### src/rtl/rom_read_arbiter.sv
// Two-port round-robin read arbiter in front of a 256-bit combinational ROM.
// Extracts the addressed 32-bit word and returns it through a registered response slot per port.
module rom_read_arbiter #(
    parameter int unsigned LINES = 32
) (
    input  logic         clk,
    input  logic         rst_n,
    input  logic         req0_valid_i,
    output logic         req0_ready_o,
    input  logic [31:0]  req0_addr_i,
    input  logic         req1_valid_i,
    output logic         req1_ready_o,
    input  logic [31:0]  req1_addr_i,
    output logic         rsp0_valid_o,
    input  logic         rsp0_ready_i,
    output logic [31:0]  rsp0_data_o,
    output logic         rsp0_err_o,
    output logic         rsp1_valid_o,
    input  logic         rsp1_ready_i,
    output logic [31:0]  rsp1_data_o,
    output logic         rsp1_err_o,
    output logic [31:0]  rom_a_o,
    input  logic [255:0] rom_rd_i
);

    logic        rsp0_valid_q, rsp0_valid_d;
    logic        rsp1_valid_q, rsp1_valid_d;
    logic [31:0] rsp0_data_q, rsp0_data_d;
    logic [31:0] rsp1_data_q, rsp1_data_d;
    logic        rsp0_err_q, rsp0_err_d;
    logic        rsp1_err_q, rsp1_err_d;
    logic        last_q, last_d;

    logic        elig0, elig1;
    logic        grant0, grant1;
    logic [31:0] sel_addr;
    logic [26:0] sel_line;
    logic [2:0]  sel_word;
    logic        sel_err;
    logic [31:0] sel_data;

    // A slot is free when empty or being drained this cycle.
    assign elig0 = req0_valid_i && (!rsp0_valid_q || rsp0_ready_i);
    assign elig1 = req1_valid_i && (!rsp1_valid_q || rsp1_ready_i);

    // Grants are held off while reset is asserted so ready stays low.
    assign grant0 = rst_n && elig0 && (!elig1 || last_q);
    assign grant1 = rst_n && elig1 && (!elig0 || !last_q);

    assign req0_ready_o = grant0;
    assign req1_ready_o = grant1;

    always_comb begin
        sel_addr = grant1 ? req1_addr_i : req0_addr_i;
        sel_line = sel_addr[31:5];
        sel_word = sel_addr[4:2];
        sel_err  = (sel_addr[1:0] != 2'b00) || ({5'b0, sel_line} >= LINES);
        sel_data = sel_err ? 32'h0 : rom_rd_i[32*sel_word +: 32];
        rom_a_o  = (grant0 || grant1) ? {5'b0, sel_line} : 32'h0;
    end

    always_comb begin
        rsp0_valid_d = rsp0_valid_q;
        rsp0_data_d  = rsp0_data_q;
        rsp0_err_d   = rsp0_err_q;
        rsp1_valid_d = rsp1_valid_q;
        rsp1_data_d  = rsp1_data_q;
        rsp1_err_d   = rsp1_err_q;
        last_d       = last_q;
        if (grant0) begin
            rsp0_valid_d = 1'b1;
            rsp0_data_d  = sel_data;
            rsp0_err_d   = sel_err;
            last_d       = 1'b0;
        end else if (rsp0_ready_i) begin
            rsp0_valid_d = 1'b0;
        end
        if (grant1) begin
            rsp1_valid_d = 1'b1;
            rsp1_data_d  = sel_data;
            rsp1_err_d   = sel_err;
            last_d       = 1'b1;
        end else if (rsp1_ready_i) begin
            rsp1_valid_d = 1'b0;
        end
    end

    always_ff @(posedge clk or negedge rst_n) begin
        if (!rst_n) begin
            rsp0_valid_q <= 1'b0;
            rsp0_data_q  <= 32'h0;
            rsp0_err_q   <= 1'b0;
            rsp1_valid_q <= 1'b0;
            rsp1_data_q  <= 32'h0;
            rsp1_err_q   <= 1'b0;
            last_q       <= 1'b1;
        end else begin
            rsp0_valid_q <= rsp0_valid_d;
            rsp0_data_q  <= rsp0_data_d;
            rsp0_err_q   <= rsp0_err_d;
            rsp1_valid_q <= rsp1_valid_d;
            rsp1_data_q  <= rsp1_data_d;
            rsp1_err_q   <= rsp1_err_d;
            last_q       <= last_d;
        end
    end

    assign rsp0_valid_o = rsp0_valid_q;
    assign rsp0_data_o  = rsp0_data_q;
    assign rsp0_err_o   = rsp0_err_q;
    assign rsp1_valid_o = rsp1_valid_q;
    assign rsp1_data_o  = rsp1_data_q;
    assign rsp1_err_o   = rsp1_err_q;

endmodule

### config.mk
export PLATFORM = sky130hd
export DESIGN_NAME = rom_read_arbiter
export DESIGN_NICKNAME = d
export VERILOG_FILES = /design/src/rtl/rom_read_arbiter.sv
export SDC_FILE = /design/constraint.sdc
export NUM_CORES = 1
export LEC_CHECK = 0
export CORE_AREA = 2 2 168 170
export DETAILED_ROUTE_END_ITERATION = 6
export DIE_AREA = 0 0 170 172
export HOLD_SLACK_MARGIN = 0.03
export PLACE_DENSITY = 0.64
export SYNTH_ARGS = -nofsm -noshare
export SYNTH_HDL_FRONTEND = slang
export SYNTH_SLANG_ARGS = --single-unit
### constraint.sdc
create_clock -name clk -period 2.34 [get_ports clk]
set_input_delay 0.468 -clock clk [delete_from_list [all_inputs] [get_ports clk]]
set_output_delay 0.468 -clock clk [all_outputs]
set_load 0.05 [all_outputs]
# Yosys cells after proc, flatten, opt, wreduce, memory -nomap -nowiden
# Cells that the tools add are included.
dict set report totals {
  reg_bits 69
  input_bits 326
  output_inout_bits 102
  elab_cells 39
}
dict set report op_classes {
  n_lt_le_gt_ge 1
  shifts 1
  muxes 9
  n_reduce_logical 21
}
# operator n
set ops {}
lappend ops {{256-bit by 9-bit variable part select with 32-bit output} 1}
lappend ops {{32-bit two-way mux} 2}
lappend ops {{27-bit by 6-bit greater-or-equal comparator with 1-bit output (second input constant)} 1}
lappend ops {{27-bit two-way mux} 1}
lappend ops {{2-bit nonzero test} 4}
lappend ops {{1-bit logical AND} 6}
lappend ops {{1-bit logical OR} 6}
lappend ops {{1-bit two-way mux} 6}
lappend ops {{1-bit zero test} 5}

# Logic depth before layout (Yosys ltp)
dict set report logic_depth {
  depth_word 10
  mapped_depth 10
  depth_no_buf 7
}

# Worst setup path before layout
# No wires, ideal clock.
dict set report synth_path {
  path_kind {register -> output}
  startpoint {reg rsp0_valid_q (netlist: rsp0_valid_o)}
  endpoint {out rom_a_o[18]}
  t_arrival_ns 2.442
  slack_ns -0.570
  path_stages_with_launch 6
  n_path_buf 1
  path_cell_list {dfrtp_1 > nand2b_4 > a311o_1 > clkinv_2 > clkbuf_1 > a22o_1}
}
dict set report synth_via {
  elab_chain_cells 8
  elab_cells_between_ends 11
}
# item line_no
set synth_rtl {}
lappend synth_rtl {{start: declaration} 26} ;# logic rsp0_valid_q, rsp0_valid_d;
lappend synth_rtl {{start signal: assignment} 98} ;# rsp0_valid_q <= rsp0_valid_d;
lappend synth_rtl {{1-bit zero test (*)} 43} ;# assign elig0 = req0_valid_i && (!rsp0_valid_q || rsp0_ready_i);
lappend synth_rtl {{1-bit logical OR (*)} 43}
lappend synth_rtl {{1-bit logical AND (*)} 43}
lappend synth_rtl {{1-bit zero test (*)} 48} ;# assign grant1 = rst_n && elig1 && (!elig0 || !last_q);
lappend synth_rtl {{1-bit logical OR (*)} 48}
lappend synth_rtl {{1-bit logical AND (*)} 48}
lappend synth_rtl {{via req1_ready_o} 12} ;# output logic req1_ready_o,
lappend synth_rtl {{32-bit two-way mux / 1-bit logical OR (equally long branches)} {54, 59}}
lappend synth_rtl {{27-bit two-way mux (*)} 59} ;# rom_a_o = (grant0 || grant1) ? {5'b0, sel_line} : 32'h0;
lappend synth_rtl {{end: declaration} 22} ;# output logic [31:0] rom_a_o,
# Mark *: on every way through the listed nets, which the timed path passes. The rest lies on a longest branch.

# Worst setup path in the final report
dict set report layout_path {
  startpoint {reg rsp1_valid_q (netlist: rsp1_valid_o)}
  endpoint {reg rsp1_data_q[26] (netlist: rsp1_data_o[26])}
}
dict set report layout_via {
  elab_chain_cells 9
  elab_cells_between_ends 11
}
# item line_no
set layout_rtl {}
lappend layout_rtl {{start: declaration} 27} ;# logic rsp1_valid_q, rsp1_valid_d;
lappend layout_rtl {{start signal: assignment} 101} ;# rsp1_valid_q <= rsp1_valid_d;
lappend layout_rtl {{1-bit zero test (*)} 44} ;# assign elig1 = req1_valid_i && (!rsp1_valid_q || rsp1_ready_i);
lappend layout_rtl {{1-bit logical OR (*)} 44}
lappend layout_rtl {{1-bit logical AND (*)} 44}
lappend layout_rtl {{1-bit logical AND (*) (2 in a row)} 48}
lappend layout_rtl {{32-bit two-way mux} 54} ;# sel_addr = grant1 ? req1_addr_i : req0_addr_i;
lappend layout_rtl {{27-bit by 6-bit greater-or-equal comparator with 1-bit output / 2-bit nonzero test (equally long branches)} 57} ;# sel_err = (sel_addr[1:0] != 2'b00) || ({5'b0, sel_line} >= LINES);
lappend layout_rtl {{1-bit logical OR} 57}
lappend layout_rtl {{32-bit two-way mux} 58} ;# sel_data = sel_err ? 32'h0 : rom_rd_i[32*sel_word +: 32];
lappend layout_rtl {{end signal: assignment} 102} ;# rsp1_data_q <= rsp1_data_d;
lappend layout_rtl {{end: declaration} 29} ;# logic [31:0] rsp1_data_q, rsp1_data_d;
# Mark *: on every way between the ends. The rest lies on a longest branch, timed or not.
# A chain may end at the register's enable or synchronous reset.

==> flow_summary_export.csv <==
group,metric,value,unit
status,outcome,"complete, but fails checks",
status,violations,"setup timing",
final_layout,area_growth,124.7,%
power,p_int,3.194,mW
sta,drv_slew,0,
critical_path,slowest_stage,"a222oi_1",
synth,yosys.area.top_type,"dfrtp_1",
clocking,root_buffer,"clkbuf_16",
global_routing,track_usage,18.29,%
synth,ys_ff_latch,69,
synth,ys_types,33,
global_routing,overflow,0,
synth,avgSynthCellArea,10.06,µm²
synth,synth_top_family_by_area,"compound AO/OA/AOI/OAI gates",
global_routing,antenna_found_initial,2,
power,seqPwrFrac,26.0,%
critical_path,critPathMaxFanout,7,
critical_path,path_buf_inv,2,
sta,fin_skew,0.01170,ns
route,first_pass_iters,7,
power,clkPwrFrac,30.7,%
synth,yosys-mux-area-fraction,20.33,%
critical_path,cp.arrival,2.88,ns
route,wl_per_cell,21.34,µm
sta,layout_min_cycle_time,2.622,ns
final_layout,fin_area,11010,µm²
clocking,htreeDepth,3,
critical_path,reg2reg_to,"rsp1_data_o[26]",
clocking,clock_path_buffers,2,
synth,yosys.area_share.simple,12.92,%
die,io_pins,428,
critical_path,worstSetupPathType,"reg -> reg",
die,die_area,29240,µm²
final_layout,nets,1287,
synth,synth_commonest_cells,"mux2i_1, nand2_1, dfrtp_1, a32o_1, nand3_1",
critical_path,worstRegToRegCells,8,
sta,worst_pin_slew,0.6634,ns
die,coreArea,27480,µm²
die,start_util,17.83,%
place,place_area,10390,µm²
place,dpl.hpwl,21380,µm
power,leakage,4.621,nW
sta,hold_viol,0,
critical_path,cp_top_family,"compound AO/OA/AOI/OAI gates",
die,placement_rows,61,
place,gp_congestion,0.8052,
sta,maxClockFrequency,0.3814,GHz
sta,whs,0.1324,ns
critical_path,max_stage_delay,0.58,ns
power,power.switching,1.450,mW
final_layout,drive_gt1_share,18.53,%
critical_path,setup.worst_path.end_class,"flop",
clocking,clk_latency,0.34,ns
synth,postSynth.asyncResetShare,100.0,%
critical_path,crit_required,2.60,ns
power,ir_drop,0.2392,mV
synth,netlist_area,4900,µm²
global_routing,grt_pass1_vias,6649,
synth,yosysTopAreaCellShare,34.73,%
sta,slew_headroom,55.78,%
final_layout,instances_no_fill,1313,
die,fp.dieH,172,µm
sta,setup_viol_count_final,91,
critical_path,r2r_start,"rsp1_valid_o",
synth,synth-adder-area-share,0,%
power,swShare,31.22,%
synth,synth_compound_area_share,25.08,%
route,wl,28010,µm
place,place_inst,1278,
clocking,clk_pin_slew_worst_paths,0.06,ns
route,ant_nets,0,
route,drc,0,
job,max_cap_viol_count,0,
synth,synth-main-ff-cell,"dfrtp_1",
clocking,tritoncts,"built",
power,power_density,421.9,nW/µm²
synth,synth_seq_area_share,35.27,%
global_routing,grt_max_degree,47,
power,p_comb_share,43.2,%
route,drtIter0Drc,321,
route,viasPerCell,4.844,
die,die_x,170,µm
synth,yosysMostFrequentCell,"mux2i_1",
sta,rsz0062_at_grt,"true",
synth,synth_xor_xnor_area_share,0,%
worst_hold_path,hold_path.class,"in -> async",
synth,yosys-top-cells-area,"dfrtp_1, mux2i_1, a32o_1",
critical_path,reg2reg_slack,-0.28,ns
critical_path,startpoint_type,"flop",
sta,setup_ws,-0.2821,ns
clocking,cts_buffers,9,
synth,netlist_instances,487,
global_routing,grt_pass1_wl,39460,µm
synth,ys_warn_count,0,
synth,synth_edf_count,0,
route,num_vias,6360,
place,portBuffers,422,
critical_path,worstPathCellList,"nor2b_4 -> a311o_2 -> clkinv_4 -> mux2_4 -> mux2i_1 -> a222oi_1 -> buf_4 -> a32o_1",
sta,min_period_over_period,112.1,%
clocking,clkSinkCount,69,
## cells by family after synthesis
kind of cell | Yosys count
buf+inv | 55
compound gates | 127
simple gates | 136
mux | 99
flops | 69
other cells | 1
## sequential cells by signal (all words and copies together), names as in the netlist
| register | count |
|---|---|
| rsp0_valid_o | 1 |
| rsp1_data_o | 32 |
| rsp0_err_o | 1 |
| last_q | 1 |
| rsp0_data_o | 32 |
| rsp1_valid_o | 1 |
| rsp1_err_o | 1 |
## routing by layer
layer	track usage, %	up-vias	part of all wire (%)
met5	0	-	0.057
met4	7.655	2	3.5
met3	4.715	41	7.9
met2	33.61	347	51
met1	19.99	3039	38
li1	-	2931	-
## metrics by stage
stage	worst slack (ns)	utilization (%)	total power, mW	setup TNS (ns)
after detailed placement	-0.8412	37.81	3.131	-59.17
after global placement	-0.8490	37.81	3.120	-58.98
after global routing	-0.3119	40.06	4.860	-21.88
final	-0.2821	40.06	4.645	-12.26
after CTS	-0.2277	39.86	4.689	-12.45
after floorplan	-0.1017	-	1.985	-6.770
## worst max-delay path by stage
stage | start | to | slack, ns | depth (start not counted)
after CTS | rsp1_valid_o | rsp1_data_o[29] | -0.23 | 9
final | rsp1_valid_o | rsp1_data_o[26] | -0.28 | 8
after detailed placement | rsp0_ready_i | rsp0_data_o[29] | -0.84 | 10
after floorplan | rsp0_valid_o | rsp0_data_o[10] | -0.10 | 9
after global placement | rsp0_ready_i | rsp0_data_o[21] | -0.85 | 10
after global routing | rsp1_valid_o | rsp0_data_o[29] | -0.31 | 9
## power by group through the flow
stage	Sequential [mW]	Clock (mW)	Combinational [mW]
3_3_place_gp	1.23	0	1.89
3_5_place_dp	1.23	0	1.90
5_1_grt	1.21	1.52	2.13
2_1_floorplan	1.25	0	0.737
4_1_cts	1.21	1.48	2.00
6_report	1.21	1.43	2.01
## cells in the final DEF, fill, tap and decap left out, types with 5 or more instances in the layout
cell type and instances:
conb_1 5, nor4_1 12, a32o_1 62, clkdlybuf4s50_1 385, mux2i_1 93, a22o_1 9
nand3_1 35, nand2_1 69, buf_12 48, a222oi_1 32, a22o_2 16, dfrtp_1 66
buf_6 13, buf_4 58, clkbuf_16 9
## repair_timing
item,4_1_cts,5_1_grt
pin swaps,19,11
setup buffers,10,5
cloned,4,0
hold buffers,0,0
setup endpoints to repair,93,93
gates resized for setup,27,8
## layout make-up
class	instances	area, µm²
tap	346	432.9
timing repair buffer	510	5474
inverter	2	12.51
antenna	1	2.502
multi-input combinational	369	3054
fill	2712	16470
sequential	69	1730
clock inverter	5	58.81
clock buffer	11	242.7
No activity file was read; power rests on OpenSTA's default activity.
